$ cat src/rtl/cache_hit_stats.sv
// cache_hit_stats: per-channel cache hit/miss counters with a snapshot/acknowledge
// readout port. Live counters keep running while a coherent snapshot is held.
// Optional feature: define CACHE_STATS_SAT_EN to make counters saturate instead of wrap.
module cache_hit_stats #(
  parameter int unsigned NUM_CH = 2,
  parameter int unsigned CNT_W  = 10
) (
  input  logic                    clk,
  input  logic                    reset_n,
  input  logic [NUM_CH-1:0]       acc_valid,
  input  logic [NUM_CH-1:0]       acc_hit,
  input  logic                    clear,
  input  logic                    snap_req,
  input  logic                    snap_ack,
  output logic [NUM_CH*CNT_W-1:0] hit_count,
  output logic [NUM_CH*CNT_W-1:0] miss_count,
  output logic [NUM_CH*CNT_W-1:0] snap_hit,
  output logic [NUM_CH*CNT_W-1:0] snap_miss,
  output logic                    snap_valid,
  output logic [NUM_CH-1:0]       ovf
);

  localparam logic [CNT_W-1:0] CntOne = {{(CNT_W-1){1'b0}}, 1'b1};

  typedef enum logic [0:0] {StIdle, StHold} state_e;

  state_e state_q, state_d;
  logic   capture;

  logic [NUM_CH*CNT_W-1:0] snap_hit_q, snap_miss_q;

  // Returns {overflow, next value} for a single +1 step.
  function automatic logic [CNT_W:0] bump(input logic [CNT_W-1:0] v);
`ifdef CACHE_STATS_SAT_EN
    if (&v) begin
      return {1'b1, v};
    end
    return {1'b0, v + CntOne};
`else
    return {&v, v + CntOne};
`endif
  endfunction

  for (genvar c = 0; c < NUM_CH; c++) begin : g_ch
    logic             hit_inc, miss_inc;
    logic [CNT_W:0]   hit_bump, miss_bump;
    logic [CNT_W-1:0] hit_q, miss_q;
    logic             ovf_q;

    assign hit_inc   = acc_valid[c] & acc_hit[c];
    assign miss_inc  = acc_valid[c] & ~acc_hit[c];
    assign hit_bump  = bump(hit_q);
    assign miss_bump = bump(miss_q);

    // Channel counters and sticky overflow; clear wins over same-cycle accesses.
    always_ff @(posedge clk or negedge reset_n) begin
      if (!reset_n) begin
        hit_q  <= '0;
        miss_q <= '0;
        ovf_q  <= 1'b0;
      end else if (clear) begin
        hit_q  <= '0;
        miss_q <= '0;
        ovf_q  <= 1'b0;
      end else begin
        if (hit_inc) begin
          hit_q <= hit_bump[CNT_W-1:0];
        end
        if (miss_inc) begin
          miss_q <= miss_bump[CNT_W-1:0];
        end
        if ((hit_inc & hit_bump[CNT_W]) | (miss_inc & miss_bump[CNT_W])) begin
          ovf_q <= 1'b1;
        end
      end
    end

    assign hit_count[c*CNT_W +: CNT_W]  = hit_q;
    assign miss_count[c*CNT_W +: CNT_W] = miss_q;
    assign ovf[c]                       = ovf_q;
  end

  // Snapshot FSM state register.
  always_ff @(posedge clk or negedge reset_n) begin
    if (!reset_n) begin
      state_q <= StIdle;
    end else begin
      state_q <= state_d;
    end
  end

  // Snapshot FSM next state: a request alone never releases or overwrites a held snapshot.
  always_comb begin
    state_d = state_q;
    unique case (state_q)
      StIdle: if (snap_req) state_d = StHold;
      StHold: if (snap_ack && !snap_req) state_d = StIdle;
    endcase
  end

  // Snapshot FSM outputs: capture strobe and registered valid flag.
  always_comb begin
    capture    = 1'b0;
    snap_valid = 1'b0;
    unique case (state_q)
      StIdle: capture = snap_req;
      StHold: begin
        capture    = snap_ack & snap_req;
        snap_valid = 1'b1;
      end
    endcase
  end

  // Snapshot registers sample the live registers before this edge's increment/clear.
  always_ff @(posedge clk or negedge reset_n) begin
    if (!reset_n) begin
      snap_hit_q  <= '0;
      snap_miss_q <= '0;
    end else if (capture) begin
      snap_hit_q  <= hit_count;
      snap_miss_q <= miss_count;
    end
  end

  assign snap_hit  = snap_hit_q;
  assign snap_miss = snap_miss_q;

endmodule

$ cat config.mk
export PLATFORM = sky130hd
export DESIGN_NAME = cache_hit_stats
export DESIGN_NICKNAME = d
export VERILOG_FILES = /design/src/rtl/cache_hit_stats.sv
export SDC_FILE = /design/constraint.sdc
export NUM_CORES = 1
export LEC_CHECK = 0
export ABC_AREA = 1
export CORE_MARGIN = 5
export CORE_UTILIZATION = 36
export DETAILED_ROUTE_END_ITERATION = 16
export PLACE_DENSITY = 0.66
export SETUP_SLACK_MARGIN = 0.02
export SLEW_MARGIN = 10
export SYNTH_ARGS = -nofsm -noshare
export SYNTH_HDL_FRONTEND = slang
export SYNTH_SLANG_ARGS = --single-unit
$ cat constraint.sdc
create_clock -name clk -period 2 [get_ports clk]
set_input_delay 0.4 -clock clk [delete_from_list [all_inputs] [get_ports clk]]
set_output_delay 0.4 -clock clk [all_outputs]
set_load 0.005 [all_outputs]
**After elaboration in Yosys (flattened, before gate mapping)**

Cells that the tools add are included.

- $add $sub $neg: 4
- Muxes and demuxes: 17
- Bitwise logic cells: 14
- Reduce and logical (&&, ||, !) cells: 12

Operators with widths:

| kind | number |
|---|---|
| 2-to-1 mux 10 bit | 8 |
| adder 10 x 1 -> 10 bit (second input constant) | 4 |
| AND reduction 10 bit | 4 |
| nonzero test 2 bit | 6 |
| AND 1 bit | 9 |
| 2-to-1 mux 1 bit | 7 |
| one-hot mux 1 bit (2 select lines) | 2 |
| inverter 1 bit | 3 |
| OR 1 bit | 2 |
| logical AND 1 bit | 1 |
| zero test 1 bit | 1 |

- Bits in registers: 83
- Input port bits: 9

**Depth between registers and ports, before layout**

- Depth after elaboration: 6
- Mapped depth: 8
- Mapped depth without buffers: 8

**Worst setup path after synthesis**

Ideal clock, no wire load.

- Path kind: input -> register
- Start: input snap_ack
- End: register snap_hit_q[13], in the netlist snap_hit[13]
- Arrival time: 1.091 ns
- Required time: 1.875 ns
- Slack: 0.785 ns
- Cell stages on the path: 5
- Buffers on the path: 1
- Cell sequence: inv_1 > nand2_1 > nand2_2 > buf_4 > mux2_2

- Longest elaborated chain between the ends: 2

RTL lines:

| what | line | RTL |
|---|---|---|
| start, declared | 14 | `input logic snap_ack,` |
| AND 1 bit | 108 | `capture = snap_ack & snap_req;` |
| one-hot mux 1 bit (2 select lines) | 105 | `unique case (state_q)` |
| end signal, assigned | 120 | `snap_hit_q <= hit_count;` |
| end, declared | 30 | `logic [NUM_CH*CNT_W-1:0] snap_hit_q, snap_miss_q;` |

No other way between the ends.
A chain may end at the register's enable or synchronous reset.

**Final worst setup path**

- Start: register g_ch[1].hit_q[5]
- End: output hit_count[15]

RTL lines:

| what | line | RTL |
|---|---|---|
| start, declared | 47 | `logic [CNT_W-1:0] hit_q, miss_q;` |
| start signal, assigned | 67 | `hit_q <= hit_bump[CNT_W-1:0];` |
| end, declared | 15 | `output logic [NUM_CH*CNT_W-1:0] hit_count,` |

No word-level cell between the ends.

==> impl_metrics.env <==
export IMPL_critPathBufInv=1
export IMPL_synth_common_cells="nand2_1 (110), dfrtp_1 (83), inv_1 (53)"
export IMPL_synth_edff_count=0
export IMPL_outcome="finished, final reports clean"
export IMPL_cts_tree="done"
export IMPL_rsz0062_at_grt="no"
export IMPL_power_density_nw_per_um2=666.8
export IMPL_cts_hold_repair_buffers=0
export IMPL_ant_nets=0
export IMPL_first_pass_iters=4
export IMPL_routabilityCongestion=0.8248
export IMPL_crit_chain="clkdlybuf4s50_1"
export IMPL_track_usage_pct=14.64
export IMPL_worst_slew_pin_slew_ns=0.4758
export IMPL_ir_drop_uv=349.1
export IMPL_cts_sinks=83
export IMPL_switchingPower_uw=788.1
export IMPL_syn_to_final_growth_pct=34.99
export IMPL_finalNetCount=542
export IMPL_cts_setup_buffers=0
export IMPL_avgSynthCellArea_um2=8.701
export IMPL_cts_max_level=3
export IMPL_clockBufferDepth=2
export IMPL_slowest_stage="clkdlybuf4s50_1"
export IMPL_critPathMaxStageDelay_ns=0.55
export IMPL_synth_seq_area_share_pct=55.00
export IMPL_intPower_uw=2611
export IMPL_swShare_pct=23.19
export IMPL_viasPerCell=4.734
export IMPL_drv_cap=0
export IMPL_clk_pin_slew_ns=0.08
export IMPL_crit_path_max_fanout=6
export IMPL_ys_seq_elements=83
export IMPL_total_power_uw=3399
export IMPL_wl_um=8897
export IMPL_startpoint_type="flip-flop"
export IMPL_synthTopCellsByArea="dfrtp_1 (55%), nand2_1 (11%), o21ai_0 (5.6%)"
export IMPL_die_h_um=112.4
export IMPL_finClkSkew_ns=0.008149
export IMPL_yosysTopAreaCellShare_pct=55.00
export IMPL_required_ns=1.60
export IMPL_cp_end_kind="primary output"
export IMPL_grt_overflow=0
export IMPL_p_clk_share_pct=40.5
export IMPL_drv_slew=0
export IMPL_finalCritPeriodShare_pct=89.02
export IMPL_fmax_mhz=561.6
export IMPL_portBuffers=91
export IMPL_synthCells=434
export IMPL_cts_buffers=9
export IMPL_rr_worst_depth=8
export IMPL_worstPathArrival_ns=1.38
export IMPL_cts_resized=0
export IMPL_antenna_found_initial=0
export IMPL_setup_tns_ns=0
export IMPL_nFillCells=994
export IMPL_wl_per_cell_um=13.28
export IMPL_final_setup_viol_count=0
export IMPL_grt_pass1_vias=3087
export IMPL_p_leak_uw=0.002329
export IMPL_ios=92
export IMPL_yosys_area_top_type="dfrtp_1"
export IMPL_hpwl_um=6262
export IMPL_syn_nets=447
export IMPL_synth_cell_types=24
export IMPL_cts_root_buf="clkbuf_8"
export IMPL_fp_coreArea_um2=10280
export IMPL_synth_ff_type="dfrtp_1"
export IMPL_grt_pass1_wl_um=15060
export IMPL_cp_top_family="buffers and inverters"
export IMPL_hold_class="in2async"
export IMPL_clock_latency_ns=0.36
export IMPL_synth_warnings=0
export IMPL_initial_utilization_pct=36.74
export IMPL_seqPwrFrac_pct=51.3
export IMPL_grt_max_degree=84
export IMPL_path_depth=1
export IMPL_rows=37
export IMPL_min_period_ns=1.780
export IMPL_die_area_um2=12640
export IMPL_route_vias_total=3172
export IMPL_drive_above_1_share_pct=9.551
export IMPL_ys_async_sr_fraction_pct=100.0
export IMPL_syn_area_um2=3776
export IMPL_drt_initial_drc_count=148
export IMPL_drc=0
export IMPL_crit_type="reg2out"
export IMPL_die_w_um=112.4
export IMPL_relSlewSlack_pct=68.28
export IMPL_hold_violations=0
export IMPL_n_antenna_cell=0
export IMPL_synth_most_common_cell="nand2_1"
export IMPL_combPwrFrac_pct=8.2
routing by layer:
metal	routed length, µm	up-vias	track usage, %
met5	0	-	0
met4	178	0	6.651
li1	-	1591	-
met3	467	13	3.073
met2	4333	83	24.39
met1	3917	1485	18.28
path summary, 6_finish.rpt:
check,from,end,slack [ns]
hold / removal,reset_n,g_ch[1].miss_q[8]$_DFFE_PN0P_,0.04
max in group asynchronous,reset_n,g_ch[0].hit_q[2]$_DFFE_PN0P_,1.57
setup reg to reg,g_ch[0].miss_q[1]$_DFFE_PN0P_,g_ch[0].miss_q[6]$_DFFE_PN0P_,0.61
min in group clk,snap_hit[18]$_DFFE_PN0P_,snap_hit[18]$_DFFE_PN0P_,0.49
hold reg to reg,snap_hit[18]$_DFFE_PN0P_,snap_hit[18]$_DFFE_PN0P_,0.49
setup / recovery,g_ch[1].hit_q[5]$_DFFE_PN0P_,hit_count[15],0.22
sequential cells by signal, indices dropped and copies added, names as in the netlist:
| signal | flops |
|---|---|
| g_ch.ovf_q | 2 |
| g_ch.miss_q | 20 |
| g_ch.hit_q | 20 |
| snap_hit | 20 |
| state_q | 1 |
| snap_miss | 20 |
logic make-up after synthesis:
family / share of synthesized area, %
buf+inv: 7.588
compound gates: 9.145
fa+ha+maj: 1.325
mux: 2.982
flops: 55.00
simple gates: 23.96
cell usage in the layout (no fill, tap or decap), types with 3 or more instances in the layout:
master             n
buf_12             4
nand2_2            3
clkdlybuf4s50_1   90
nor2_1            36
nor2_2             6
nand3_2            4
inv_1             53
ha_1               4
mux2_2            10
o21ai_0           42
nand4_1           12
dfrtp_1           83
nand2_1          110
buf_4              3
a21oi_1           22
clkbuf_8          11
nand3_1           24
power groups by stage:
stage	combinational (µW)	sequential, µW	clock [µW]
6_report	280	1740	1380
2_1_floorplan	108	1770	0
3_5_place_dp	286	1780	0
4_1_cts	288	1750	1400
3_3_place_gp	283	1780	0
5_1_grt	315	1750	1490
per-stage QoR:
stage               hold slack (ns)  util [%]  area, µm²  cells  setup slack, ns
detailed placement           0.4708     47.38       4870    654           0.2230
global route                 0.1081     49.60       5097    670           0.1582
global placement             0.4647     47.38       4870    654           0.2761
finish                      0.04454     49.60       5097    670           0.2195
CTS                         0.08041     49.60       5097    670           0.2121
floorplan                    0.1044         -       3776    434           0.7847
area by class of cell:
type / count / area (µm²) / area share, %
timing repair buffer: 97 / 1003 / 19.69
tap: 136 / 170.2 / 3.338
inverter: 55 / 206.4 / 4.050
clock inverter: 4 / 72.57 / 1.424
multi-input combinational: 283 / 1413 / 27.71
clock buffer: 12 / 155.1 / 3.044
sequential: 83 / 2077 / 40.75
Note: power is estimated with default switching activity, not from simulation.
